==> config.mk <==
export PLATFORM = sky130hd
export DESIGN_NAME = mem_stage_wbuf_flat
export DESIGN_NICKNAME = d
export VERILOG_FILES = /design/src/rtl/mem_stage_wbuf_pkg.sv /design/src/rtl/mem_stage_wbuf_if.sv /design/src/rtl/mem_stage_wbuf_fifo.sv /design/src/rtl/mem_stage_wbuf.sv /design/src/flat_wrapper.sv
export SDC_FILE = /design/constraint.sdc
export NUM_CORES = 1
export LEC_CHECK = 0
export ABC_AREA = 1
export CAP_MARGIN = 20
export CORE_MARGIN = 1.5
export CORE_UTILIZATION = 40
export DETAILED_ROUTE_END_ITERATION = 7
export PLACE_DENSITY = 0.65
export SKIP_LAST_GASP = 1
export SLEW_MARGIN = 20
export SYNTH_ARGS = -nofsm -noshare
export SYNTH_HDL_FRONTEND = slang
export SYNTH_HIERARCHICAL = 1
export SYNTH_SLANG_ARGS = --single-unit
==> constraint.sdc <==
create_clock -name CLK -period 3.5 [get_ports CLK]
set_input_delay 0.7 -clock CLK [delete_from_list [all_inputs] [get_ports CLK]]
set_output_delay 0.7 -clock CLK [all_outputs]
set_load 0.05 [all_outputs]
==> src/rtl/mem_stage_wbuf_pkg.sv <==
// Shared opcodes and state encodings for the memory-access stage and its store buffer.
package mem_stage_wbuf_pkg;

  localparam logic [5:0] OP_LW = 6'h23;
  localparam logic [5:0] OP_SW = 6'h2b;

  localparam logic [0:0] D_IDLE = 1'b0;
  localparam logic [0:0] D_REQ  = 1'b1;

  localparam logic [1:0] L_IDLE = 2'd0;
  localparam logic [1:0] L_WAIT = 2'd1;
  localparam logic [1:0] L_REQ  = 2'd2;
  localparam logic [1:0] L_DONE = 2'd3;

endpackage

==> src/rtl/mem_stage_wbuf_if.sv <==
// Data-memory port of the memory-access stage: single req/ack channel shared by
// store drains and loads. For reads, mem_rdata is valid in the cycle of mem_ack.
interface mem_stage_wbuf_if #(
  parameter int ADDR_W = 10
);
  logic              mem_req;
  logic              mem_we;
  logic [ADDR_W-1:0] mem_addr;
  logic [31:0]       mem_wdata;
  logic              mem_ack;
  logic [31:0]       mem_rdata;

  modport master (
    output mem_req, mem_we, mem_addr, mem_wdata,
    input  mem_ack, mem_rdata
  );

  modport slave (
    input  mem_req, mem_we, mem_addr, mem_wdata,
    output mem_ack, mem_rdata
  );
endinterface

==> src/rtl/mem_stage_wbuf_fifo.sv <==
// Circular posted-store buffer with push/pop, occupancy and head outputs.
// With WBUF_FWD_EN defined it also searches for the youngest entry matching lookup_addr.
module mem_stage_wbuf_fifo #(
  parameter int DEPTH  = 4,
  parameter int ADDR_W = 10
) (
  input  logic                    CLK,
  input  logic                    RST,
  input  logic                    push,
  input  logic [ADDR_W-1:0]       push_addr,
  input  logic [31:0]             push_data,
  input  logic                    pop,
`ifdef WBUF_FWD_EN
  input  logic [ADDR_W-1:0]       lookup_addr,
  output logic                    hit,
  output logic [31:0]             hit_data,
`endif
  output logic [$clog2(DEPTH):0]  count,
  output logic [ADDR_W-1:0]       head_addr,
  output logic [31:0]             head_data
);
  localparam int PTR_W = $clog2(DEPTH);
  localparam int CNT_W = PTR_W + 1;

  logic [ADDR_W-1:0] addr_mem [DEPTH];
  logic [31:0]       data_mem [DEPTH];
  logic [PTR_W-1:0]  head;
  logic [PTR_W-1:0]  tail;

  // Pointers are exactly PTR_W bits wide, so wrap modulo DEPTH is free.
  always_ff @(posedge CLK or posedge RST) begin
    if (RST) begin
      head  <= '0;
      tail  <= '0;
      count <= '0;
    end else begin
      if (push) tail <= tail + 1'b1;
      if (pop)  head <= head + 1'b1;
      case ({push, pop})
        2'b10:   count <= count + 1'b1;
        2'b01:   count <= count - 1'b1;
        default: count <= count;
      endcase
    end
  end

  always_ff @(posedge CLK) begin
    if (push) begin
      addr_mem[tail] <= push_addr;
      data_mem[tail] <= push_data;
    end
  end

  assign head_addr = addr_mem[head];
  assign head_data = data_mem[head];

`ifdef WBUF_FWD_EN
  // Walk oldest to youngest so the last match seen is the youngest store.
  always_comb begin
    hit      = 1'b0;
    hit_data = '0;
    for (int i = 0; i < DEPTH; i++) begin
      if ((CNT_W'(i) < count) && (addr_mem[head + PTR_W'(i)] == lookup_addr)) begin
        hit      = 1'b1;
        hit_data = data_mem[head + PTR_W'(i)];
      end
    end
  end
`endif

endmodule

==> src/rtl/mem_stage_wbuf.sv <==
// Memory-access stage: posted store buffer drained over the memory port, loads ordered behind it.
// Optional store-to-load forwarding from the buffer when WBUF_FWD_EN is defined.
//
//   state  | meaning
//   D_IDLE | buffer empty, port free for loads
//   D_REQ  | writing head entry, held until mem_ack
//   L_IDLE | no load in flight
//   L_WAIT | load waiting for the store buffer to drain
//   L_REQ  | read request on the port, held until mem_ack
//   L_DONE | load data presented on Rdata for one cycle
module mem_stage_wbuf
  import mem_stage_wbuf_pkg::*;
#(
  parameter int DEPTH  = 4,
  parameter int ADDR_W = 10
) (
  input  logic                    CLK,
  input  logic                    RST,
  input  logic                    InsValid,
  input  logic [31:0]             Ins,
  input  logic [31:0]             Result,
  input  logic [31:0]             Rdata2,
  output logic [31:0]             Rdata,
  output logic                    stall,
  output logic                    wbuf_empty,
  mem_stage_wbuf_if.master        mem
);
  localparam int CNT_W = $clog2(DEPTH) + 1;

  logic [CNT_W-1:0]  count;
  logic [CNT_W-1:0]  count_after;
  logic [ADDR_W-1:0] head_addr;
  logic [31:0]       head_data;
  logic [0:0]        d_state, d_next;
  logic [1:0]        l_state, l_next;
  logic [31:0]       load_data;
  logic              is_lw, is_sw, full, push, pop;
  logic              fwd_hit;
  logic [31:0]       fwd_data;
  logic              unused_bits;

  assign is_lw       = InsValid && (Ins[31:26] == OP_LW);
  assign is_sw       = InsValid && (Ins[31:26] == OP_SW);
  assign full        = (count == CNT_W'(DEPTH));
  assign push        = is_sw && !full;
  assign pop         = (d_state == D_REQ) && mem.mem_ack;
  assign count_after = count + CNT_W'(push) - CNT_W'(pop);
  assign wbuf_empty  = (count == '0);
  assign unused_bits = ^{Ins[25:0], Result[31:ADDR_W]};

  mem_stage_wbuf_fifo #(
    .DEPTH  (DEPTH),
    .ADDR_W (ADDR_W)
  ) u_fifo (
    .CLK        (CLK),
    .RST        (RST),
    .push       (push),
    .push_addr  (Result[ADDR_W-1:0]),
    .push_data  (Rdata2),
    .pop        (pop),
`ifdef WBUF_FWD_EN
    .lookup_addr(Result[ADDR_W-1:0]),
    .hit        (fwd_hit),
    .hit_data   (fwd_data),
`endif
    .count      (count),
    .head_addr  (head_addr),
    .head_data  (head_data)
  );

`ifndef WBUF_FWD_EN
  assign fwd_hit  = 1'b0;
  assign fwd_data = '0;
`endif

  always_comb begin
    d_next = d_state;
    if (d_state == D_IDLE) begin
      if (count != '0) d_next = D_REQ;
    end else if (pop && (count_after == '0)) begin
      d_next = D_IDLE;
    end
  end

  // Loads only leave L_WAIT once the drain is idle, so the port is never contended.
  always_comb begin
    l_next = l_state;
    case (l_state)
      L_IDLE:  if (is_lw && !fwd_hit) l_next = (count != '0) ? L_WAIT : L_REQ;
      L_WAIT:  if ((count == '0) && (d_state == D_IDLE)) l_next = L_REQ;
      L_REQ:   if (mem.mem_ack) l_next = L_DONE;
      L_DONE:  l_next = L_IDLE;
      default: l_next = L_IDLE;
    endcase
  end

  always_ff @(posedge CLK or posedge RST) begin
    if (RST) begin
      d_state   <= D_IDLE;
      l_state   <= L_IDLE;
      load_data <= '0;
    end else begin
      d_state <= d_next;
      l_state <= l_next;
      if ((l_state == L_REQ) && mem.mem_ack) load_data <= mem.mem_rdata;
    end
  end

  assign stall = (is_sw && full)
              || ((l_state == L_IDLE) && is_lw && !fwd_hit)
              || (l_state == L_WAIT)
              || (l_state == L_REQ);

  always_comb begin
    Rdata = Result;
    if (l_state == L_DONE)                           Rdata = load_data;
    else if ((l_state == L_IDLE) && is_lw && fwd_hit) Rdata = fwd_data;
  end

  // Port outputs decode straight from state so reset drops mem_req asynchronously.
  always_comb begin
    mem.mem_req   = 1'b0;
    mem.mem_we    = 1'b0;
    mem.mem_addr  = '0;
    mem.mem_wdata = '0;
    if (d_state == D_REQ) begin
      mem.mem_req   = 1'b1;
      mem.mem_we    = 1'b1;
      mem.mem_addr  = head_addr;
      mem.mem_wdata = head_data;
    end else if (l_state == L_REQ) begin
      mem.mem_req  = 1'b1;
      mem.mem_addr = Result[ADDR_W-1:0];
    end
  end

endmodule

==> src/flat_wrapper.sv <==
// flat-port wrapper written by rule: the top's interface ports become plain ports
module mem_stage_wbuf_flat import mem_stage_wbuf_pkg::*;
#(
  parameter int DEPTH  = 4,
  parameter int ADDR_W = 10
)
  (CLK, RST, InsValid, Ins, Result, Rdata2, Rdata, stall, wbuf_empty, mem_mem_req, mem_mem_we, mem_mem_addr, mem_mem_wdata, mem_mem_ack, mem_mem_rdata);
  mem_stage_wbuf_if #(.ADDR_W(ADDR_W)) mem_i ();
  input  logic CLK;
  input  logic RST;
  input  logic InsValid;
  input  logic [31:0] Ins;
  input  logic [31:0] Result;
  input  logic [31:0] Rdata2;
  output logic [31:0] Rdata;
  output logic stall;
  output logic wbuf_empty;
  output wire logic [$bits(mem_i.mem_req)-1:0] mem_mem_req;
  output wire logic [$bits(mem_i.mem_we)-1:0] mem_mem_we;
  output wire logic [$bits(mem_i.mem_addr)-1:0] mem_mem_addr;
  output wire logic [$bits(mem_i.mem_wdata)-1:0] mem_mem_wdata;
  input wire logic [$bits(mem_i.mem_ack)-1:0] mem_mem_ack;
  input wire logic [$bits(mem_i.mem_rdata)-1:0] mem_mem_rdata;
  assign mem_mem_req = mem_i.mem_req;
  assign mem_mem_we = mem_i.mem_we;
  assign mem_mem_addr = mem_i.mem_addr;
  assign mem_mem_wdata = mem_i.mem_wdata;
  assign mem_i.mem_ack = mem_mem_ack;
  assign mem_i.mem_rdata = mem_mem_rdata;
  mem_stage_wbuf #(.DEPTH(DEPTH), .ADDR_W(ADDR_W)) u_core (.CLK(CLK), .RST(RST), .InsValid(InsValid), .Ins(Ins), .Result(Result), .Rdata2(Rdata2), .Rdata(Rdata), .stall(stall), .wbuf_empty(wbuf_empty), .mem(mem_i));
endmodule
; Word level (Yosys, flattened, before mapping)
; Memories as Yosys holds them, arrays and structs flattened.
; Index checks and enable logic that the tools add are counted.
[op_classes]
add_sub_neg = 6
eq_ne = 11
muxes = 18
n_reduce_logical = 19
bitwise_logic = 1
[ops]
columns = operator, count
row1 = 32-bit 2-to-1 mux, 2
row2 = 10-bit 2-to-1 mux, 2
row3 = "6-bit == test, second input constant", 2
row4 = 1-bit logical AND, 9
row5 = 1-bit 2-to-1 mux, 8
row6 = 2-bit 2-to-1 mux, 4
row7 = 2-bit case mux with 4 select lines, 1
row8 = "2-bit == test, second input constant", 3
row9 = 3-bit logical NOT, 2
row10 = 3-bit case mux with 2 select lines, 1
row11 = "2-bit by 1-bit adder with 2-bit output, second input constant", 2
row12 = "2-bit by 1-bit == test with 1-bit output, second input constant", 2
row13 = "2-bit by 1-bit inequality test with 1-bit output, second input constant", 2
row14 = 3-bit by 1-bit adder with 3-bit output, 1
row15 = "3-bit by 1-bit adder with 3-bit output, second input constant", 1
row16 = "3-bit == test, second input constant", 1
row17 = 1-bit logical OR, 3
row18 = 3-bit AND reduction, 1
row19 = 3-bit nonzero test, 1
row20 = 3-bit by 1-bit subtractor with 3-bit output, 1
row21 = "3-bit by 1-bit subtractor with 3-bit output, second input constant", 1
row22 = 2-bit logical NOT, 1
row23 = "2-bit inequality test, second input constant", 1
row24 = 2-bit nonzero test, 1
row25 = other kinds (2), 2
[word_totals]
register_bits = 42
in_bits = 132
out_inout_bits = 78
mem_count = 2
ramBits = 168
wordCells = 63
[mem_list]
columns = memory, depth, word_bits, rd, rd_clocked_by_memory_dff, wr, line
row1 = u_core.u_fifo.data_mem, 4, 32, 1, 0, 1, mem_stage_wbuf_fifo.sv:26  ; logic [31:0] data_mem [DEPTH];
row2 = u_core.u_fifo.addr_mem, 4, 10, 1, 0, 1, mem_stage_wbuf_fifo.sv:25  ; logic [ADDR_W-1:0] addr_mem [DEPTH];

; Depth between registers and ports, before layout
[depth]
depth_word = 9
depth_mapped = 15
mapped_depth_nobuf = 14

; By module
; Netlist, hierarchy kept.
[modules_own_cells]
columns = mod, cells_per_inst, area_each_um2, n_inst, seq_area_each_um2
row1 = mem_stage_wbuf_fifo, 538, 7151.9, 1, 5220.0
row2 = mem_stage_wbuf, 284, 2502.4, 1, 875.8

; Worst setup path before layout
; No wires, ideal clock.
[synth_path]
path_kind = register to output
startpoint = register u_core.d_state
endpoint = output port mem_mem_addr[1]
path_stages_with_launch = 4
t_arrival_ns = 2.176
required_time_ns = 2.800
path_slack_ns = 0.624
path_buffers = 2
path_cell_list = dfrtp_1 buf_2 buf_2 o31ai_1
[synth_via]
elab_chain_len = 1
[synth_lines]
columns = item, line
row1 = "start, declared", mem_stage_wbuf.sv:34  ; logic [0:0] d_state, d_next;
row2 = "start signal, assigned", mem_stage_wbuf.sv:103  ; d_state <= d_next;
row3 = 10-bit 2-to-1 mux, mem_stage_wbuf.sv:126  ; if (d_state == D_REQ) begin
row4 = "end, declared", flat_wrapper.sv:20  ; output wire logic [$bits(mem_i.mem_addr)-1:0] mem_mem_addr;
; No other way between the ends.

; Final worst setup path
[layout_path]
startpoint = register u_core.l_state[0]
endpoint = output port mem_mem_req
[layout_via]
elab_chain_len = 3
[layout_lines]
columns = item, line
row1 = "start, declared", mem_stage_wbuf.sv:35  ; logic [1:0] l_state, l_next;
row2 = "start signal, assigned", mem_stage_wbuf.sv:104  ; l_state <= l_next;
row3 = 2-bit == test, mem_stage_wbuf.sv:131  ; end else if (l_state == L_REQ) begin
row4 = 1-bit 2-to-1 mux, mem_stage_wbuf.sv:131
row5 = 1-bit 2-to-1 mux, mem_stage_wbuf.sv:126
row6 = "end, declared", flat_wrapper.sv:18  ; output wire logic [$bits(mem_i.mem_req)-1:0] mem_mem_req;
; No other way between the ends.

==> flow_summary.yaml <==
worst_setup_path:
  endpoint_kind: "output port"
  worstSetupPathType: "flip-flop to output port"
  critical_path_arrival_ps: 2460
  critPathMaxFanout: 12
  crit_required_ps: 2800
  cp-start-kind: "flip-flop"
place:
  port_buffers: 183
  dp_cells: 1297
  hpwl_um: 13060
  place.gp.congestion: 0.7694
  dpl-instance-area_um2: 12150
cts:
  postCtsSetupBuffers: 0
  htree_levels: 1
  clock-sinks: 210
  clk_latency_ps: 490
  cts-root-buf: "clkbuf_16"
  cts_inserted_buffers: 22
  holdBufCountCts: 0
  ctsResizeCount: 0
  cts_tree: "done"
  cts.path.max_buffers: 3
  path_clk_slew_ps: 60
logic_synthesis:
  synth_seq_cells: 210
  syn_avg_cell_area_um2: 11.74
  netlist_top_cells_area: "edfxtp_1, dfrtp_1, nand2_1"
  yosysTopAreaCell: "edfxtp_1"
  synth-async-reset-ratio: 0.2000
  seq_area_frac_synth: 0.6314
  yosys_warnings: 6
  syn-cell-area_um2: 9654
  synth_edf_count: 168
  synth_top_cell_area_share: 0.5226
  synthesis.nets: 967
  netlist_instances: 822
  post-synth-top-count-cell: "nand2_1"
  yosysUniqueCellTypes: 25
  netlist_top_cells_count: "nand2_1, edfxtp_1, inv_1"
  synth_ff_type: "edfxtp_1"
sta:
  finalCritPeriodShare: 0.9042
  fin_crit_ps: 3165
  drv_slew: 0
  rsz0062_at_grt: "false"
  setup_viol: 0
  finalHoldViolCount: 0
  tightest_slew_ps: 873.5
  max_freq_ghz: 0.3160
  clock_skew_ps: 8.723
  slew_headroom: 0.4170
  timing.hold.ws_ps: 469.1
  fin_setup_tns_ps: 0
finish:
  antenna_cells: 0
  drive_above_1_share: 0.1994
  nets: 1147
  synthToLayoutAreaGrowth_pct: 33.46
  design_area_um2: 12880
  fill_cells: 1993
  final_cell_count_no_fill: 1337
die:
  die_y_um: 158.4
  start_util: 0.4101
  pin_count: 210
  num_rows: 56
  die_area_um2: 25080
  coreArea_um2: 23540
  die_w_um: 158.4
drt:
  num_vias: 6171
  ant_nets: 0
  wire_per_inst_um: 14.75
  drc: 0
  routed_via_density: 4.616
  drtIter0Drc: 361
  firstDrtPassIters: 5
  wl_um: 19730
global_routing:
  overflow: 0
  grt_max_degree: 77
  antenna_found_initial: 0
  grt_pass1_vias: 5955
  grt_usage: 0.1626
  grt_pass1_wl_um: 31290
run_status:
  status: "complete, no violations"
power:
  cellLeakagePower_nw: 5.555
  powerDensity_nw_per_um2: 930.3
  ir_worst_vdd_uv: 517.1
  power_mw: 11.99
hold_path:
  hold_path_class: "input port to asynchronous set/reset pin"
flow_run:
  maxCapViolCount: 0
[registers in the layout, summed over array words and instances, names as in the netlist]
| name | count |
|---|---|
| u_core/u_fifo/count | 3 |
| u_core/u_fifo/data_mem | 128 |
| u_core/l_state | 2 |
| u_core/u_fifo/tail | 2 |
| u_core/load_data | 32 |
| u_core/u_fifo/head | 2 |
| u_core/d_state | 1 |
| u_core/u_fifo/addr_mem | 40 |
[placed cells by master (no fill, tap or decap), types with 12 or more instances in the layout]
cell,n
o21ai_0,12
edfxtp_1,168
dfrtp_1,39
mux2_4,30
nand2_1,213
buf_12,50
mux2_2,24
buf_4,42
clkdlybuf4s50_1,108
clkbuf_16,23
inv_1,153
o211ai_1,74
[where the power goes]
group          internal (mW)  leakage (nW)  switching, mW
Combinational           2.82          3.19           3.64
Sequential              2.95          2.01          0.290
Clock                   1.37         0.355          0.915
Total                   7.14          5.55           4.85
[critical path, cell delays in order (launching register included)]
cell and delay, ps:
dfrtp_1 420, inv_1 90, ha_1 230, inv_1 260, nand2_1 150, clkdlybuf4s50_1 830
[routing by layer]
metal | wire [µm] | GRT usage
met1 | 8444 | 0.2061
met2 | 9512 | 0.2776
met3 | 1421 | 0.04300
met4 | 346 | 0.03916
met5 | 0 | 0
[logic make-up after synthesis]
logic type,synth area share
and+or+nand+nor,0.09189
DFF,0.6314
buffers and inverters,0.09331
AOI/OAI and AO/OA,0.08580
muxes,0.07465
adders and majority gates,0.01840
xor gates and xnor gates,0.004536
[worst paths after layout]
kind | from | end | slack [ps] | depth (start not counted)
hold / removal | RST | u_core/u_fifo/count[0] | 470 | 2
min in group CLK | u_core/load_data[8] | u_core/load_data[8] | 510 | 1
max in group asynchronous | RST | u_core/load_data[25] | 2130 | 3
setup / recovery | u_core/l_state[0] | mem_mem_req | 340 | 5
hold reg to reg | u_core/load_data[8] | u_core/load_data[8] | 510 | 1
setup reg to reg | u_core/d_state | u_core/d_state | 1130 | 10
[through the flow]
step / setup WS (ps) / utilization
floorplan: 624.3 / -
global placement: 472.2 / 0.5161
detailed placement: 417.6 / 0.5161
CTS: 295.5 / 0.5473
global route: 167.8 / 0.5473
finish: 335.2 / 0.5473
[layout make-up]
| type | instances | area (µm²) | share of cell area |
|---|---|---|---|
| flip-flops and latches | 210 | 6102 | 0.4736 |
| inverters | 158 | 593.1 | 0.04603 |
| clock buffers | 30 | 641.9 | 0.04982 |
| well taps | 319 | 399.1 | 0.03098 |
| repair buffers | 200 | 2397 | 0.1861 |
| clock inverters | 10 | 93.84 | 0.007283 |
| multi-input cells | 410 | 2658 | 0.2063 |
Power figures use the tool's default switching activity.
